`src/rtl/layer_seq.sv`:
```
// Sequences one feature-map pass: conv -> optional in-place ReLU -> pool.
// Also owns the shared CONV buffer ports and runs a per-stage watchdog.
module layer_seq #(
  parameter int unsigned DATA_WIDTH     = 16,
  parameter int unsigned ADDR_WIDTH     = 6,
  parameter int unsigned TIMEOUT_CYCLES = 100000
) (
  input  logic                  clk,
  input  logic                  reset,
  input  logic                  start,
  input  logic                  abort,
  input  logic                  relu_en,
  output logic                  busy,
  output logic                  done,
  output logic                  error,
  output logic [1:0]            stage,
  output logic                  conv_start,
  output logic                  relu_start,
  output logic                  pool_start,
  input  logic                  conv_done,
  input  logic                  relu_done,
  input  logic                  pool_done,
  input  logic [ADDR_WIDTH-1:0] conv_w_addr,
  input  logic                  conv_w_en,
  input  logic                  conv_w_we,
  input  logic [DATA_WIDTH-1:0] conv_w_d,
  input  logic [ADDR_WIDTH-1:0] relu_r_addr,
  input  logic                  relu_r_en,
  input  logic [ADDR_WIDTH-1:0] relu_w_addr,
  input  logic                  relu_w_en,
  input  logic                  relu_w_we,
  input  logic [DATA_WIDTH-1:0] relu_w_d,
  input  logic [ADDR_WIDTH-1:0] pool_r_addr,
  input  logic                  pool_r_en,
  output logic [ADDR_WIDTH-1:0] buf_r_addr,
  output logic                  buf_r_en,
  output logic [ADDR_WIDTH-1:0] buf_w_addr,
  output logic                  buf_w_en,
  output logic                  buf_w_we,
  output logic [DATA_WIDTH-1:0] buf_w_d,
  output logic [DATA_WIDTH-1:0] relu_r_q,
  output logic [DATA_WIDTH-1:0] pool_r_q,
  input  logic [DATA_WIDTH-1:0] buf_r_q
);

  localparam int unsigned CW = $clog2(TIMEOUT_CYCLES + 1);

  typedef enum logic [2:0] {
    S_IDLE, S_CONV, S_RELU, S_POOL, S_DONE, S_ERR
  } state_t;

  state_t          state, state_d;
  logic            relu_on, relu_on_d;
  logic [CW-1:0]   wd_cnt, wd_cnt_d;
  logic            active, timeout;
  logic            busy_d, done_d, error_d;
  logic            conv_start_d, relu_start_d, pool_start_d;
  logic [1:0]      stage_d;

  // Next state, watchdog and the values the output flops take on the next edge
  always_comb begin
    state_d      = state;
    relu_on_d    = relu_on;
    active       = (state == S_CONV) || (state == S_RELU) || (state == S_POOL);
    timeout      = active && (wd_cnt == CW'(TIMEOUT_CYCLES - 1));
    case (state)
      S_IDLE: if (start && !abort) begin
        state_d   = S_CONV;
        relu_on_d = relu_en;
      end
      S_CONV: begin
        if (abort)          state_d = S_IDLE;
        else if (conv_done) state_d = relu_on ? S_RELU : S_POOL;
        else if (timeout)   state_d = S_ERR;
      end
      S_RELU: begin
        if (abort)          state_d = S_IDLE;
        else if (relu_done) state_d = S_POOL;
        else if (timeout)   state_d = S_ERR;
      end
      S_POOL: begin
        if (abort)          state_d = S_IDLE;
        else if (pool_done) state_d = S_DONE;
        else if (timeout)   state_d = S_ERR;
      end
      S_DONE:  state_d = S_IDLE;
      S_ERR:   if (abort) state_d = S_IDLE;
      default: state_d = S_IDLE;
    endcase

    // Counter restarts on every stage entry and idles at zero outside stages
    if (state_d != state || !active) wd_cnt_d = '0;
    else                             wd_cnt_d = wd_cnt + CW'(1);

    busy_d       = (state_d == S_CONV) || (state_d == S_RELU) || (state_d == S_POOL);
    done_d       = (state_d == S_DONE);
    error_d      = (state_d == S_ERR);
    conv_start_d = (state_d == S_CONV) && (state != S_CONV);
    relu_start_d = (state_d == S_RELU) && (state != S_RELU);
    pool_start_d = (state_d == S_POOL) && (state != S_POOL);
    case (state_d)
      S_CONV:  stage_d = 2'd1;
      S_RELU:  stage_d = 2'd2;
      S_POOL:  stage_d = 2'd3;
      default: stage_d = 2'd0;
    endcase
  end

  always_ff @(posedge clk or negedge reset) begin
    if (!reset) begin
      state      <= S_IDLE;
      relu_on    <= 1'b0;
      wd_cnt     <= '0;
      busy       <= 1'b0;
      done       <= 1'b0;
      error      <= 1'b0;
      stage      <= 2'd0;
      conv_start <= 1'b0;
      relu_start <= 1'b0;
      pool_start <= 1'b0;
    end else begin
      state      <= state_d;
      relu_on    <= relu_on_d;
      wd_cnt     <= wd_cnt_d;
      busy       <= busy_d;
      done       <= done_d;
      error      <= error_d;
      stage      <= stage_d;
      conv_start <= conv_start_d;
      relu_start <= relu_start_d;
      pool_start <= pool_start_d;
    end
  end

  // Buffer port grant follows the registered state; non-owners are gated to zero
  always_comb begin
    buf_r_addr = '0;
    buf_r_en   = 1'b0;
    buf_w_addr = '0;
    buf_w_en   = 1'b0;
    buf_w_we   = 1'b0;
    buf_w_d    = '0;
    case (state)
      S_CONV: begin
        buf_w_addr = conv_w_addr;
        buf_w_en   = conv_w_en;
        buf_w_we   = conv_w_we;
        buf_w_d    = conv_w_d;
      end
      S_RELU: begin
        buf_r_addr = relu_r_addr;
        buf_r_en   = relu_r_en;
        buf_w_addr = relu_w_addr;
        buf_w_en   = relu_w_en;
        buf_w_we   = relu_w_we;
        buf_w_d    = relu_w_d;
      end
      S_POOL: begin
        buf_r_addr = pool_r_addr;
        buf_r_en   = pool_r_en;
      end
      default: ;
    endcase
  end

  assign relu_r_q = buf_r_q;
  assign pool_r_q = buf_r_q;

endmodule

```
`config.mk`:
```
export PLATFORM = sky130hd
export DESIGN_NAME = layer_seq
export DESIGN_NICKNAME = d
export VERILOG_FILES = /design/src/rtl/layer_seq.sv
export SDC_FILE = /design/constraint.sdc
export NUM_CORES = 1
export LEC_CHECK = 0
export ABC_CLOCK_PERIOD_IN_PS = 2540
export CORE_ASPECT_RATIO = 1.1
export CORE_MARGIN = 4
export CORE_UTILIZATION = 35
export CTS_CLUSTER_SIZE = 24
export DETAILED_ROUTE_END_ITERATION = 10
export PLACE_DENSITY_LB_ADDON = 0.25
export REMOVE_ABC_BUFFERS = 1
export SYNTH_ARGS = -nofsm -noshare
export SYNTH_HDL_FRONTEND = slang
export SYNTH_SLANG_ARGS = --single-unit
```
`constraint.sdc`:
```
create_clock -name clk -period 2.54 [get_ports clk]
set_input_delay 0.635 -clock clk [delete_from_list [all_inputs] [get_ports clk]]
set_output_delay 0.635 -clock clk [all_outputs]
set_load 0.005 [all_outputs]
```
# Word level (Yosys, flattened, before mapping)
# Index checks and enable logic that the tools add are counted.
# W data, S select, Z words.
dict set report totals {
  regBits 29
  inputBits 86
  out_inout_bits 71
  elab_cells 58
}
dict set report op_classes {
  reduce_logical 14
  muxes 19
  eq_ne 14
  addsub 1
}
# op count
set op_table {}
lappend op_table {{$pmux W16 S2} 1}
lappend op_table {{$mux W3} 9}
lappend op_table {{$pmux W6 S2} 2}
lappend op_table {{$add A17 B1 Y17 const B} 1}
lappend op_table {{$eq A17 B17 Y1 const B} 1}
lappend op_table {{$mux W17} 1}
lappend op_table {{$pmux W3 S5} 1}
lappend op_table {{$eq A3 B2 Y1 const B} 4}
lappend op_table {{$eq A3 B3 Y1 const B} 3}
lappend op_table {{$eq A3 B1 Y1 const B} 2}
lappend op_table {{$ne A3 B2 Y1 const B} 2}
lappend op_table {{$pmux W1 S2} 3}
lappend op_table {{$pmux W2 S3} 1}
lappend op_table {{$logic_and A1 B1 Y1} 5}
lappend op_table {{$logic_or A1 B1 Y1} 5}
lappend op_table {{$logic_not A3 Y1} 1}
lappend op_table {{$ne A3 B1 Y1 const B} 1}
lappend op_table {{$ne A3 B3 Y1} 1}
lappend op_table {{$logic_not A1 Y1} 2}
lappend op_table {{$reduce_and A2 Y1} 1}
lappend op_table {{$mux W1} 1}

# Depth between registers and ports, before layout
# Gate-level depths: netlist of run 1.
dict set report logic_depth {
  word_depth 11
  ltp_mapped 8
  depth_no_buf 6
}

# Worst setup path after synthesis of run 1
# Ideal clock, no wire load.
dict set report synth_path {
  kind {register -> register}
  from {reg wd_cnt[0]}
  to {reg wd_cnt[10]}
  required_time_ns 2.460
  path_stages_with_launch 9
  t_arrival_ns 2.188
  synth_period_minus_slack_ns 2.269
  setup_slack_ns 0.271
  cell_sequence {dfrtp_1 ha_1 and4_4 and3_4 a41o_4 or4b_4 buf_6 buf_12 nor3_2}
}
dict set report synth_between {
  elab_chain_cells 9
}
# item line_no
set synth_lines {}
lappend synth_lines {{from (decl)} 54} ;# logic [CW-1:0] wd_cnt, wd_cnt_d;
lappend synth_lines {{from (signal assigned)} 124} ;# wd_cnt <= wd_cnt_d;
lappend synth_lines {{$eq A17 B17 Y1 (*)} 65} ;# timeout = active && (wd_cnt == CW'(TIMEOUT_CYCLES - 1));
lappend synth_lines {{$logic_and A1 B1 Y1 (*)} 65}
lappend synth_lines {{$mux W3 (*)} {74, 79, 84}}
lappend synth_lines {{$mux W3 (on tied branches)} {83, 73, 78}}
lappend synth_lines {{$mux W3 (on tied branches)} {82, 72, 77}}
lappend synth_lines {{$pmux W3 S5 (*)} 66} ;# case (state)
lappend synth_lines {{net state_d[2]} 52} ;# state_t state, state_d;
lappend synth_lines {{$ne A3 B3 Y1 (*)} 92} ;# if (state_d != state || !active) wd_cnt_d = '0;
lappend synth_lines {{$logic_or A1 B1 Y1 (*)} 92}
lappend synth_lines {{$mux W17 (*)} 92}
lappend synth_lines {{net wd_cnt_d[10]} 54}
# The timed path passes the listed nets; every way through them passes the cells marked *.
# A chain may end at the register's enable or synchronous reset.

# Final worst setup path of run 1
dict set report layout_path {
  from {reg state[2]}
  to {out buf_w_en}
}
dict set report layout_between {
  elab_chain_cells 2
}
# item line_no
set layout_lines {}
lappend layout_lines {{from (decl)} 52}
lappend layout_lines {{from (signal assigned)} 122} ;# state <= state_d;
lappend layout_lines {{$eq A3 B2 Y1 / $eq A3 B1 Y1 (equally long branches)} 143} ;# case (state)
lappend layout_lines {{$pmux W1 S2 (*)} 143}
lappend layout_lines {{to (decl)} 38} ;# output logic buf_w_en,
# Mark *: on every way between the ends. The rest lies on a longest branch, timed or not.

==> results of run 1 <==
==> power breakdown <==
group / internal [mW] / switching [mW]
Combinational: 0.283 / 0.173
Sequential: 0.478 / 0.0101
Clock: 0.319 / 0.183
==> worst paths after layout <==
| path | to | slack [ps] | cells after the start |
|---|---|---|---|
| min | relu_on | 500 | 1 |
| min in group asynchronous | wd_cnt[0] | 730 | 2 |
| min reg2reg | relu_on | 500 | 1 |
| max reg2reg | wd_cnt[4] | 220 | 6 |
| max | buf_w_en | 110 | 5 |
| max in group asynchronous | state[0] | 1510 | 2 |
==> kinds of logic (layout without fill, tap and decap cells) <==
kind of cell               count (synthesis)  in the layout  share of synthesized area [%]
AOI/OAI and AO/OA                         39             39                          15.31
xor gates and xnor gates                  15             15                          5.956
adders and majority gates                  1              1                         0.5671
buffers and inverters                     49            148                          15.71
DFF                                       29             29                          32.90
muxes                                      8              8                          3.687
and+or+nand+nor                           86             86                          25.87
==> state kept, by name, summed over array words and instances (netlist names) <==
name        cells
wd_cnt         17
stage           2
done            1
busy            1
relu_on         1
state           3
error           1
relu_start      1
pool_start      1
conv_start      1
==> cells in the final DEF, fill, tap and decap left out, types with 3 or more instances in the layout <==
cell type,n
clkdlybuf4s50_1,87
dfrtp_1,28
a22o_1,24
buf_4,22
nor2_1,16
nand2_1,12
dlymetal6s2s_1,12
nor3_2,10
dlygate4sd2_1,9
nor3_1,8
xor2_1,8
mux2i_1,7
xnor2_1,7
clkbuf_8,6
inv_1,5
nand3_1,4
nand4_1,4
nand2b_4,3
a21oi_1,3
buf_12,3
==> cell type report <==
type,count,area [sq um],share of cell area [%]
timing repair buffer,135,1380,39.39
clock inverter,1,30.03,0.8571
clock buffer,7,86.33,2.464
sequential,29,726.9,20.75
multi-input combinational,149,1161,33.14
inverter,5,18.77,0.5357
tap,80,100.1,2.857
==> worst max-delay path, delay by kind of cell (launching register included) <==
kind	cells	cell delay, ps
buf+inv	2	660
flops	1	400
simple gates	2	330
compound gates	1	120
==> per-layer routing <==
layer	wire [um]	up-vias	track usage (%)
met1	2694	942	20.67
met2	3287	98	29.24
met4	121	0	5.496
met3	715	11	9.437
met5	0	-	0
li1	-	972	-
==> what timing repair did <==
action                     in CTS  in global routing
setup endpoints to repair      24                 15
pin swaps                       1                  1
gates cloned                    2                  0
gates resized for setup        16                 14
buffers inserted                6                  2
==> per-stage QoR <==
| step | utilization [%] | instances | instance area [sq um] | setup slack (ps) |
|---|---|---|---|---|
| 6_report | 56.91 | 406 | 3503 | 107.1 |
| 4_1_cts | 56.34 | 404 | 3468 | 0.5764 |
| 3_5_place_dp | 52.38 | 388 | 3224 | -104.8 |
| 2_1_floorplan | - | 183 | 1878 | -61.83 |
| 5_1_grt | 56.91 | 406 | 3503 | 22.93 |
| 3_3_place_gp | 52.38 | 388 | 3224 | -38.96 |
==> impl_metrics.yaml, run 1 <==
clocking:
  clock_latency_ps: 290
  clockRootBuffer: "clkbuf_8"
  max-clock-path-buffers: 2
  path_clk_slew_ps: 70
  numCtsBuffers: 5
  cts_tree: "built"
  clkSinkCount: 29
  cts_hold_buf: 0
  h-tree-depth: 2
worst_setup_path:
  crit_chain: "nand2b_4, nor2_4, buf_16, a22o_1, clkdlybuf4s50_1"
  start_kind: "flop"
  crit_type: "reg2out"
  critPathLaunch: "state[2]"
  crit_path_end_kind: "output pin"
  path_max_fanout: 12
  required_ps: 1900
  arrival_ps: 1800
  slowest_delay_ps: 500
  slowest_stage: "clkdlybuf4s50_1"
  worstReg2RegStart: "wd_cnt[0]"
floorplanning:
  initial_core_util_pct: 35.83
  core_area_sq_um: 6156
  row_count: 30
  dieHeight_um: 91.26
  dieArea_sq_um: 7638
  die_width_um: 83.70
  num_io_pins: 157
min_path:
  min-delay-start: "relu_on"
  min_path_type: "reg2reg"
synth:
  syn-mean-instance-area_sq_um: 9.717
  synth_edf_count: 0
  ys_ff_latch: 29
  yosys-top-cells-count: "35 x buf_4, 29 x dfrtp_1, 24 x a22o_1"
  netlist-cell-type-count: 52
  async_reset_ff_share_pct: 100.0
  synthFlopType: "dfrtp_1"
  synthTopCellsByArea: "dfrtp_1 33%, buf_4 12%, a22o_1 9.5%"
  yosysWarnings: 0
  yosysSeqAreaShare_pct: 32.90
  synthesis.instances: 227
  synth_top_area_share_pct: 32.90
  netlist_area_sq_um: 2206
  synth_most_common_cell: "buf_4"
  yosysTopAreaCell: "dfrtp_1"
sta:
  tightest_slew_ps: 500.0
  setup_viol_count_final: 0
  setup_tns_ps: 0
  hold_ws_ps: 503.5
  slew_viol_final: 0
  period_share_pct: 95.78
  fin_skew_ps: 5.439
  rsz0062_at_grt: "no"
  period_needed_ps: 2433
  hold_viol_final: 0
  max_freq_mhz: 411.0
  slew_headroom_pct: 66.31
power_and_ir_drop:
  p_total_mw: 1.447
  p_per_area_nw_per_um2: 413.0
  p_leak_nw: 1.616
  vdd_drop_max_mv: 0.2486
route:
  drt-pass1-iter-count: 4
  drt_iter0_markers: 40
  routed-via-count: 2023
  viasPerCell: 4.983
  wl_per_cell_um: 16.79
  drc_errors: 0
  wirelength_mm: 6.817
  drtAntennaViolNets: 0
global_route:
  grt_pass1_wl_mm: 10.79
  grt_max_degree: 30
  overflow: 0
  grt_use_total_pct: 18.07
  antenna_found_initial: 0
  first_global_vias: 2136
finish:
  drive_gt1_share_pct: 20.55
  area_growth_pct: 58.82
  diodes: 0
  final_nets: 412
  fillers: 559
flow_run:
  maxCapViolCount: 0
placed_design:
  gp_congestion: 0.8378
  io_buffers: 108
  detailed_place_hpwl_mm: 5.307
outcome:
  status: "finished, final reports clean"
No activity file was read; power rests on OpenSTA's default activity.
==> run 2, diff against run 1 <==
- CORE_MARGIN: 4 -> 2
- SLEW_MARGIN: default -> 25
==> run 2 against run 1 <==
Flip-flop and latch count stayed put. Critical path type unchanged. Final cell count fell by 0.99%. Sequential share of layout area is 0.16 points higher.
==> impl_metrics.yaml, run 2 (same netlist as run 1, synthesis figures left out) <==
outcome:
  status: "finished, final reports clean"
finish:
  final_util_pct: 56.83
  layout_common_cells: "88 x clkdlybuf4s50_1, 28 x dfrtp_1, 24 x a22o_1, 20 x dlymetal6s2s_1, 19 x buf_4"
  largest_reg_flops: 17
  final_nets: 409
  largest-register: "wd_cnt"
  largestRegisters: "wd_cnt (17), state (3), stage (2)"
  diodes: 0
  stdcell_count: 402
  drive_gt1_share_pct: 19.57
  area_growth_pct: 57.63
  fin_area_sq_um: 3477
  final_common_cell: "clkdlybuf4s50_1"
sta:
  tightest_slew_ps: 485.2
  slew_viol_final: 0
  fin_skew_ps: 6.234
  period_needed_ps: 2477
  period_share_pct: 97.51
  hold_ws_ps: 510.6
  setup_tns_ps: 0
  max_freq_mhz: 403.8
  hold_viol_final: 0
  slew_headroom_pct: 67.31
  setup_viol_count_final: 0
  fin_ws_ps: 63.36
worst_setup_path:
  start_kind: "flop"
  slowest_delay_ps: 520
  slowest_stage: "clkdlybuf4s50_1"
  crit_type: "reg2out"
  crit_path_end_kind: "output pin"
  required_ps: 1900
  arrival_ps: 1840
  reg2regPathDepth: 6
  path_max_fanout: 12
  crit_chain: "buf_4, nand2b_4, nor2_4, buf_12, a22o_1, clkdlybuf4s50_1"
clocking:
  path_clk_slew_ps: 60
  h-tree-depth: 2
  max-clock-path-buffers: 2
  cts_hold_buf: 0
  clockRootBuffer: "clkbuf_8"
  clock_latency_ps: 280
  cts_tree: "built"
  clkSinkCount: 29
  numCtsBuffers: 5
floorplanning:
  row_count: 30
  initial_core_util_pct: 36.05
  core_area_sq_um: 6118
  die_width_um: 79.70
  num_io_pins: 157
  dieArea_sq_um: 6954
  dieHeight_um: 87.26
global_route:
  antenna_found_initial: 0
  grt_max_degree: 30
  grt_pass1_wl_mm: 9.970
  grt_use_total_pct: 18.65
  overflow: 0
  first_global_vias: 2071
power_and_ir_drop:
  p_total_mw: 1.318
  vdd_drop_max_mv: 0.1683
  p_leak_nw: 1.680
  p_per_area_nw_per_um2: 379.0
flow_run:
  maxCapViolCount: 0
route:
  drt-pass1-iter-count: 4
  drt_iter0_markers: 41
  drtAntennaViolNets: 0
  routed-via-count: 2022
  drc_errors: 0
  wirelength_mm: 6.577
  viasPerCell: 5.030
  wl_per_cell_um: 16.36
placed_design:
  dpl_cell_area_sq_um: 3232
  gp_congestion: 0.8039
  detailed_place_hpwl_mm: 5.046
  post-place-ws_ps: -94.81
  io_buffers: 108
  dpl.cell_count: 389
min_path:
  min_path_cells: 1
  min_path_type: "reg2reg"
[run 2: critical path: cells and delay by family, from the launching register on]
family,cells,cell delay [ps]
buf+inv,3,810
simple gates,2,250
flops,1,380
compound gates,1,120
[run 2: worst paths after layout]
kind	start	end	slack, ps
max	state[1]	buf_w_addr[1]	60
max in group asynchronous	reset	state[0]	1490
min in group asynchronous	reset	wd_cnt[0]	750
min reg2reg	wd_cnt[0]	wd_cnt[0]	510
min	wd_cnt[0]	wd_cnt[0]	510
max reg2reg	wd_cnt[0]	wd_cnt[16]	190
[run 2: where the power goes]
| group | internal, mW | switching [mW] |
|---|---|---|
| combinational | 0.282 | 0.169 |
| clock | 0.214 | 0.164 |
| sequential | 0.478 | 0.0104 |
[run 2: cell type report]
cell class / count / area (sq um)
fill: 542 / 2641
inverter: 5 / 18.77
tap: 80 / 100.1
multi-input combinational: 149 / 1161
clock buffer: 7 / 86.33
sequential: 29 / 726.9
timing repair buffer: 132 / 1384
[run 2: routing by layer]
| layer | vias up | routed length (um) | GRT usage (%) | share of wire (%) |
|---|---|---|---|---|
| met5 | - | 0 | 2.308 | 0 |
| li1 | 969 | - | - | - |
| met4 | 0 | 85 | 5.643 | 1.3 |
| met1 | 950 | 2711 | 24.07 | 41 |
| met3 | 7 | 498 | 6.639 | 7.6 |
| met2 | 96 | 3281 | 29.03 | 50 |
[run 2: what timing repair did]
action	in CTS	in global routing
hold endpoints to repair	0	0
pin swaps	1	2
setup buffers	0	4
gates resized for setup	7	22
setup endpoints to repair	24	24
gates cloned	1	1
==> run 3, diff against run 2 <==
- CORE_ASPECT_RATIO: 1.1 -> 1.2
==> run 3 against run 2 <==
Maximum frequency decreased by 2.9%. Critical path depth decreased by 1. Final cell count decreased by 0.50%. Clock skew about the same. Setup slack got worse by 75 ps. The run now ends with setup timing left. Flip-flop and latch count unchanged. Wire length decreased by 1.4%. Design area decreased by 1.9%. Die area about the same. Critical endpoint is now buf_w_d[11]. Non-clock buffer count decreased by 5. Highest routed layer unchanged. Worst hold slack got worse by 12 ps.
==> impl_metrics.yaml, run 3 (same netlist as run 1, synthesis figures left out) <==
global_route:
  antenna_found_initial: 0
  grt_pass1_wl_mm: 10.34
  grt_max_degree: 30
  grt_use_total_pct: 19.03
  first_global_vias: 2153
  overflow: 0
sta:
  setup_tns_ps: -30.34
  slew_viol_final: 0
  setup_viol_count_final: 4
  hold_ws_ps: 498.1
  rsz0062_at_grt: "yes"
  period_needed_ps: 2552
  slew_headroom_pct: 61.17
  period_share_pct: 100.5
  hold_viol_final: 0
  fin_skew_ps: 6.440
  fin_ws_ps: -11.68
  max_freq_mhz: 391.9
  tightest_slew_ps: 576.3
power_and_ir_drop:
  intPower_mw: 1.071
  netSwitchingPower_mw: 0.3475
  power.share.clock_pct: 34.5
  p_leak_nw: 1.528
  pwr-share-comb_pct: 31.0
  p_per_area_nw_per_um2: 415.7
  swShare_pct: 24.50
  vdd_drop_max_mv: 0.2860
  seq_power_share_pct: 34.5
finish:
  final_util_pct: 56.39
  diodes: 0
  final_common_cell: "clkdlybuf4s50_1"
  largest_reg_flops: 17
  largestRegisters: "wd_cnt (17), state (3), stage (2)"
  fillers: 551
  fin_area_sq_um: 3412
  layout_common_cells: "88 x clkdlybuf4s50_1, 29 x dfrtp_1, 24 x a22o_1, 16 x nor2_1, 15 x buf_4"
  largest-register: "wd_cnt"
  final_nets: 404
  drive_gt1_share_pct: 17.92
  area_growth_pct: 54.68
worst_setup_path:
  slowest_delay_ps: 500
  required_ps: 1900
  path_max_fanout: 12
  slowest_stage: "clkdlybuf4s50_1"
  crit_buf_inv: 2
  start_kind: "flop"
  crit_path_end_kind: "output pin"
  crit_family: "buffers and inverters"
  crit_type: "reg2out"
  arrival_ps: 1920
  crit_chain: "nand2b_4, nor2_4, bufbuf_16, a22o_1, clkdlybuf4s50_1"
clocking:
  cts_tree: "built"
  clock_latency_ps: 280
  path_clk_slew_ps: 60
  clkSinkCount: 29
  numCtsBuffers: 5
  h-tree-depth: 2
  max-clock-path-buffers: 2
  clockRootBuffer: "clkbuf_8"
floorplanning:
  die_width_um: 76.47
  core_area_sq_um: 6051
  dieArea_sq_um: 6956
  initial_core_util_pct: 36.46
  dieHeight_um: 90.97
  row_count: 31
  num_io_pins: 157
route:
  wl_per_cell_um: 16.21
  viasPerCell: 5.033
  drt_iter0_markers: 41
  drc_errors: 0
  drtAntennaViolNets: 0
  drt-pass1-iter-count: 4
  routed-via-count: 2013
  wirelength_mm: 6.482
outcome:
  violations: "setup timing"
  status: "complete, but fails checks"
placed_design:
  post-place-ws_ps: -62.44
  gp_congestion: 0.9089
  io_buffers: 108
  dpl_cell_area_sq_um: 3219
  detailed_place_hpwl_mm: 5.111
min_path:
  min_path_type: "reg2reg"
flow_run:
  maxCapViolCount: 0
## run 3: cell types whose count changed in the layout (fill, tap and decap cells not counted), sizes merged
cell	previous run	this run
dlygate4sd2	0	11
dlymetal6s2s	20	9
buf	22	18
clkbuf	9	7
bufbuf	0	1
bufinv	0	1
## run 3: final timing paths
kind / start / endpoint / slack (ps) / cells after the start
worst max-delay path: state[1] / buf_w_d[11] / -10 / 5
worst min-delay path: wd_cnt[0] / wd_cnt[0] / 500 / 1
worst max register to register: wd_cnt[0] / wd_cnt[5] / 220 / 6
worst min register to register: wd_cnt[0] / wd_cnt[0] / 500 / 1
max in group asynchronous: reset / wd_cnt[13] / 1550 / 2
min in group asynchronous: reset / state[2] / 730 / 2
## run 3: power by group through the flow
| stage | clock network, mW | registers [mW] | logic [mW] |
|---|---|---|---|
| after global routing | 0.527 | 0.491 | 0.476 |
| after CTS | 0.498 | 0.488 | 0.448 |
| after global placement | 0 | 0.495 | 0.434 |
| after floorplan | 0 | 0.503 | 0.143 |
| after detailed placement | 0 | 0.496 | 0.437 |
| final | 0.489 | 0.489 | 0.440 |
## run 3: area by class of cell
cell class | count | area [sq um] | area share (%)
tap | 82 | 102.6 | 3.007
inverter | 5 | 18.77 | 0.5501
clock buffer | 7 | 86.33 | 2.530
clock inverter | 1 | 30.03 | 0.8801
sequential | 29 | 725.7 | 21.27
timing repair buffer | 127 | 1295 | 37.95
multi-input combinational | 149 | 1154 | 33.81
## run 3: timing repair
item,in CTS,in global routing
setup buffers,1,1
endpoints found under the setup margin,24,13
hold buffers,0,0
gates resized for setup,15,10
pin swaps,1,0
cloned,1,0
## run 3: through the flow
| step | total power, mW | std cells |
|---|---|---|
| 4_1_cts | 1.434 | 399 |
| 3_3_place_gp | 0.9299 | 389 |
| 2_1_floorplan | 0.6460 | 183 |
| 5_1_grt | 1.494 | 400 |
| 6_report | 1.418 | 400 |
| 3_5_place_dp | 0.9324 | 389 |
## run 3: metal layers
layer / global-route usage (%) / share of wire [%]
met5: 2.308 / 0
met4: 7.576 / 2.0
met3: 8.549 / 9.8
met2: 31.71 / 50
met1: 20.93 / 38
